`src/rtl/memory_arbiter.sv`:
```
// -----------------------------------------------------------------------------
// memory_arbiter
//   Shares one single-ported RAM between the instruction-fetch path and the
//   data path. A registered grant state machine (IDLE / IGRANT / DGRANT)
//   sequences each access. Data wins arbitration unless an instruction fetch
//   has already waited through STARVE_MAX back-to-back data grants.
//
// Ports
//   CLK, nRST           clock (rising edge), asynchronous active-low reset
//   iREN, iaddr         instruction read request and address
//   iwait, iload        instruction stall (low only on completion), fetched word
//   dREN, dWEN          data read / write request (both high = write)
//   daddr, dstore       data address and write data
//   dwait, dload        data stall (low only on completion), read data
//   ramREN, ramWEN      RAM read / write strobes
//   ramaddr, ramstore   RAM address and write data
//   ramload, ramstate   RAM read data and status (FREE/BUSY/ACCESS/ERROR)
//   ram_err             sticky flag, set when the RAM reports ERROR mid-grant
// -----------------------------------------------------------------------------
module memory_arbiter #(
    parameter int WORD_W     = 32,
    parameter int STARVE_MAX = 4
) (
    input  logic              CLK,
    input  logic              nRST,
    input  logic              iREN,
    input  logic [WORD_W-1:0] iaddr,
    output logic              iwait,
    output logic [WORD_W-1:0] iload,
    input  logic              dREN,
    input  logic              dWEN,
    input  logic [WORD_W-1:0] daddr,
    input  logic [WORD_W-1:0] dstore,
    output logic              dwait,
    output logic [WORD_W-1:0] dload,
    output logic              ramREN,
    output logic              ramWEN,
    output logic [WORD_W-1:0] ramaddr,
    output logic [WORD_W-1:0] ramstore,
    input  logic [WORD_W-1:0] ramload,
    input  logic [1:0]        ramstate,
    output logic              ram_err
);

    localparam int SCNT_W = $clog2(STARVE_MAX + 1);

    localparam logic [1:0] ST_IDLE   = 2'd0;
    localparam logic [1:0] ST_IGRANT = 2'd1;
    localparam logic [1:0] ST_DGRANT = 2'd2;

    localparam logic [1:0] RAM_ACCESS = 2'd2;
    localparam logic [1:0] RAM_ERROR  = 2'd3;

    localparam logic [SCNT_W-1:0] SCNT_MAX  = SCNT_W'(STARVE_MAX);
    localparam logic [SCNT_W-1:0] SCNT_ZERO = {SCNT_W{1'b0}};
    localparam logic [SCNT_W-1:0] SCNT_ONE  = SCNT_W'(1'b1);

    logic [1:0]        state_q, state_d;
    logic [SCNT_W-1:0] scnt_q, scnt_d;
    logic              ram_err_q, ram_err_d;

    logic       dreq_s;
    logic       access_s;
    logic       i_done_s;
    logic       d_done_s;
    logic [1:0] arb_s;

    // Request decode and per-requester completion detection.
    always_comb begin
        dreq_s   = dREN | dWEN;
        access_s = (ramstate == RAM_ACCESS);
        i_done_s = (state_q == ST_IGRANT) && access_s;
        d_done_s = (state_q == ST_DGRANT) && access_s;
    end

    // Starvation counter: counts data completions that overtook a pending fetch.
    always_comb begin
        scnt_d = scnt_q;
        if (!iREN) begin
            scnt_d = SCNT_ZERO;
        end else if (i_done_s) begin
            scnt_d = SCNT_ZERO;
        end else if (d_done_s && (scnt_q != SCNT_MAX)) begin
            scnt_d = scnt_q + SCNT_ONE;
        end else begin
            scnt_d = scnt_q;
        end
    end

    // Arbitration. It looks at the count as it will stand after this edge, so
    // the completion that brings the count to STARVE_MAX hands over to the fetch.
    always_comb begin
        arb_s = ST_IDLE;
        if (dreq_s && !(iREN && (scnt_d == SCNT_MAX))) begin
            arb_s = ST_DGRANT;
        end else if (iREN) begin
            arb_s = ST_IGRANT;
        end else begin
            arb_s = ST_IDLE;
        end
    end

    // Next grant: re-arbitrate on completion or withdrawal, otherwise hold
    // (BUSY, FREE and ERROR all keep the grant so the access is retried).
    always_comb begin
        state_d = state_q;
        case (state_q)
            ST_IDLE: begin
                state_d = arb_s;
            end
            ST_IGRANT: begin
                if (access_s || !iREN) begin
                    state_d = arb_s;
                end else begin
                    state_d = ST_IGRANT;
                end
            end
            ST_DGRANT: begin
                if (access_s || !dreq_s) begin
                    state_d = arb_s;
                end else begin
                    state_d = ST_DGRANT;
                end
            end
            default: begin
                state_d = ST_IDLE;
            end
        endcase
    end

    // Sticky error flag: any ERROR status seen while a grant is active.
    always_comb begin
        ram_err_d = ram_err_q;
        if ((state_q != ST_IDLE) && (ramstate == RAM_ERROR)) begin
            ram_err_d = 1'b1;
        end else begin
            ram_err_d = ram_err_q;
        end
    end

    // State, counter and error flag registers.
    always_ff @(posedge CLK or negedge nRST) begin
        if (!nRST) begin
            state_q   <= ST_IDLE;
            scnt_q    <= SCNT_ZERO;
            ram_err_q <= 1'b0;
        end else begin
            state_q   <= state_d;
            scnt_q    <= scnt_d;
            ram_err_q <= ram_err_d;
        end
    end

    // RAM-side strobes and address/data mux, decoded from the registered grant.
    // A simultaneous read and write request is issued as a write only.
    always_comb begin
        ramREN   = 1'b0;
        ramWEN   = 1'b0;
        ramaddr  = {WORD_W{1'b0}};
        ramstore = {WORD_W{1'b0}};
        case (state_q)
            ST_IGRANT: begin
                ramREN  = 1'b1;
                ramaddr = iaddr;
            end
            ST_DGRANT: begin
                ramREN   = dREN & ~dWEN;
                ramWEN   = dWEN;
                ramaddr  = daddr;
                ramstore = dstore;
            end
            default: begin
                ramREN   = 1'b0;
                ramWEN   = 1'b0;
                ramaddr  = {WORD_W{1'b0}};
                ramstore = {WORD_W{1'b0}};
            end
        endcase
    end

    // Requester-side outputs: waits drop only in the completing cycle.
    always_comb begin
        iwait   = ~i_done_s;
        dwait   = ~d_done_s;
        iload   = ramload;
        dload   = ramload;
        ram_err = ram_err_q;
    end

endmodule

```
`config.mk`:
```
export PLATFORM = sky130hd
export DESIGN_NAME = memory_arbiter
export DESIGN_NICKNAME = d
export VERILOG_FILES = /design/src/rtl/memory_arbiter.sv
export SDC_FILE = /design/constraint.sdc
export NUM_CORES = 1
export LEC_CHECK = 0
export BUFFER_PORTS_ARGS = -buffer_cell sky130_fd_sc_hd__clkbuf_2
export CAP_MARGIN = 20
export CORE_AREA = 2 2 105 107
export CTS_CLUSTER_SIZE = 16
export DETAILED_ROUTE_END_ITERATION = 12
export DIE_AREA = 0 0 107 109
export PLACE_DENSITY_LB_ADDON = 0.15
export REMOVE_ABC_BUFFERS = 1
export SYNTH_ARGS = -nofsm -noshare
export SYNTH_HDL_FRONTEND = slang
export SYNTH_SLANG_ARGS = --single-unit
```
`constraint.sdc`:
```
create_clock -name CLK -period 2.75 [get_ports CLK]
set_clock_uncertainty 0.1 [all_clocks]
set_input_delay 0.1375 -clock CLK [delete_from_list [all_inputs] [get_ports CLK]]
set_output_delay 0.1375 -clock CLK [all_outputs]
set_load 0.1 [all_outputs]
```
==> run_results.csv <==
group,metric,value,unit
critical_path,crit_chain,"inv_1 > ha_2 > buf_4 > and2_1 > clkbuf_2",
pwr,switching_share,69.6,%
logic_synthesis,synth_edf_count,0,
logic_synthesis,synth.avg_cell_area,7.33,µm²
finish,post_route_cells_drive_above_1_share,55.5,%
timing,slew_headroom,58.2,%
pwr,combPwrFrac,93.4,%
critical_path,cp_num_buf_inv,3,
timing,tightest_slew,627,ps
logic_synthesis,synth-main-ff-cell,"dfrtp_1",
critical_path,cp-end-kind,"primary output",
logic_synthesis,synth_top_area_share,29.5,%
floorplanning,core,10600,µm²
pwr,p_leak,1.32,nW
logic_synthesis,synth-seq-area-share,9.06,%
worst_hold_path,holdPathEnd,"state_q[0]",
floorplanning,die_area,11700,µm²
cts,ctsHtreeMaxLevel,1,
critical_path,criticalPathCategory,"flip-flop to primary output",
grt,grt_pass1_wl,12000,µm
cts,clkSinkCount,6,
place,place.gp.congestion,0.698,
finish,fin_cells,466,
critical_path,r2r_end,"state_q[1]",
logic_synthesis,syn_inst,226,
worst_hold_path,min_path_type,"input port to flip-flop",
logic_synthesis,ys.warnings.count,0,
logic_synthesis,synth_top_family_by_area,"buffers and inverters",
place,port_buffers,171,
logic_synthesis,netlist_area,1660,µm²
drt,drc,0,
status,status,"complete, no violations",
floorplanning,core.rowCount,38,
critical_path,critPathMaxStageDelay,480,ps
pwr,power.total,3.62,mW
pwr,switching_power,2.52,mW
place,place_hpwl,7510,µm
critical_path,r2r-start,"state_q[0]",
timing,min_period_over_period,87.3,%
cts,path_clk_slew,40,ps
timing,setup_tns,0,ps
finish,area_growth,64.6,%
logic_synthesis,synthTopCellsByArea,"buf_4 (29%), a22oi_1 (15%), and2_1 (13%)",
floorplanning,die_y,109,µm
critical_path,cp_data_required_time,2510,ps
cts,post_cts_buffers,0,
grt,gr-usage-all-layers,14.2,%
drt,wirelength,8920,µm
grt,grt_pass1_vias,1782,
logic_synthesis,synth_compound_area_share,19.6,%
critical_path,worstRegToRegCells,6,
pwr,p_int,1.10,mW
pwr,clkPwrFrac,3.6,%
place,dp_cells,462,
logic_synthesis,synthAdderAreaFrac,4.53,%
cts,clock_latency,220,ps
drt,drt_first_iter_violations,99,
cts,cts_buffer_depth,2,
critical_path,ff2ff_setup_slack,520,ps
grt,antenna_found_initial,0,
finish,diodes,0,
job,max_cap_violations,0,
timing,whs,85.0,ps
critical_path,startpoint_type,"flip-flop",
place,placed_cell_area,2680,µm²
floorplanning,io-pin-count,268,
logic_synthesis,synth_cell_types,30,
timing,max_freq,417,MHz
timing,hold_viol,0,
critical_path,critical_path_arrival,2160,ps
pwr,vdd_ir_drop_max,0.000460,V
cts,cts_tree,"done",
cts,cts_root_buffer,"clkbuf_8",
cts,cts_buffers,3,
drt,drt-pass1-iter-count,4,
logic_synthesis,synth-simple-area-share,31.4,%
logic_synthesis,synthMuxAreaShare,0.604,%
critical_path,cp_top_family,"buffers and inverters",
finish,final_area,2730,µm²
pwr,p_per_area,1330,nW/µm²
logic_synthesis,synth-seq-cells,6,
critical_path,crit_path_max_fanout,70,
timing,setup_violations,0,
floorplanning,initial_core_util,15.6,%
logic_synthesis,synth_xor_area_share,0.529,%
floorplanning,die_w,107,µm
finish,nNetsFinal,469,
drt,wl_per_cell,19.1,µm
grt,grt_max_degree,71,
drt,vias,1959,
timing,rsz0062_at_grt,"false",
worst_hold_path,min-delay-start,"iREN",
drt,drtAntennaViolNets,0,
drt,via_per_inst,4.20,
worst_hold_path,hold_depth,3,
pwr,p_seq_share,3.0,%
timing,slew_violations,0,
grt,grt_overflow,0,
logic_synthesis,yosysTopAreaCell,"buf_4",
logic_synthesis,async_flop_share,100,%
critical_path,cpMaxStageDelayCell,"buf_4",
timing,period_needed,2400,ps
## cell families after synthesis
family | after synthesis
AOI/OAI and AO/OA | 43
muxes | 1
DFF | 6
and+or+nand+nor | 83
adders and majority gates | 6
xor gates and xnor gates | 1
buffers and inverters | 86
## power by group through the flow
stage               clock network [mW]  registers (mW)  logic [mW]
floorplan                            0           0.107        2.43
global route                     0.147           0.108        3.50
detailed placement                   0           0.109        3.41
CTS                              0.136           0.108        3.42
finish                           0.131           0.107        3.38
global placement                     0           0.109        3.41
## tightest hold or removal path: stages
cell      delay, ps
clkbuf_2        100
o311ai_0         80
a21oi_1          50
## flip-flops by register name (all words and copies together) (netlist names)
name,count
scnt_q,3
state_q,2
ram_err,1
## cell usage after synthesis, drive strengths merged (2+ instances only)
| master | instances |
|---|---|
| ha | 6 |
| dfrtp | 6 |
| nor2 | 4 |
| o21a | 2 |
| clkbuf | 12 |
| a22oi | 32 |
| nand3b | 2 |
| nor2b | 33 |
| a21oi | 2 |
| inv | 7 |
| nand2 | 3 |
| and2 | 35 |
| buf | 67 |
## final cells by class
cell class	count	area, µm²
fillers	1164	7880
repair buffers	176	1390
multi-input cells	134	942
well taps	140	175
flip-flops and latches	6	150
clock buffers	3	41.3
inverters	7	26.3
## per-layer routing
metal | part of all wire, % | global-route usage (%) | wire (µm)
met4 | 0.73 | 2.13 | 65
met1 | 40 | 17.1 | 3560
met3 | 17 | 11.1 | 1540
met5 | 0.82 | 9.82 | 73
met2 | 41 | 19.4 | 3680
## cells in the final DEF, fill, tap and decap left out
cell and n:
nand2_1 3, and3b_1 1, xnor2_1 1, dfrtp_1 6, nand3b_1 1, o21bai_1 1, or2b_1 1, buf_12 33
o211ai_1 1, clkbuf_8 3, nor4_1 1, o21a_1 2, nor2b_1 33, and2_1 35, o211a_1 1, a22oi_1 32
or4_1 1, ha_1 5, o311ai_0 1, a31oi_1 1, nand3b_4 1, mux2i_1 1, clkbuf_2 138, or2_2 1
nor3_1 1, buf_4 4, nor2_1 4, ha_2 1, a211o_1 1, a21oi_1 2, inv_1 7, a2111o_1 1
dlygate4sd3_1 1
## worst max-delay path by stage
stage / from / endpoint / cells past startpoint
after global routing: state_q[0] / ramstore[4] / 5
after floorplan: state_q[0] / state_q[1] / 6
final: state_q[0] / ramstore[21] / 5
after detailed placement: state_q[0] / state_q[1] / 6
after global placement: state_q[0] / state_q[1] / 6
after CTS: state_q[0] / ramstore[9] / 5
## through the flow
stage	utilization [%]	worst slack, ps
global route	25.7	188
floorplan	-	-837
finish	25.7	350
global placement	25.2	505
detailed placement	25.2	457
CTS	25.7	289
## timing repair
action,in CTS,in global routing
gates resized for setup,0,0
hold endpoints to repair,6,0
hold buffers,1,0
Note: power is estimated with default switching activity, not from simulation.
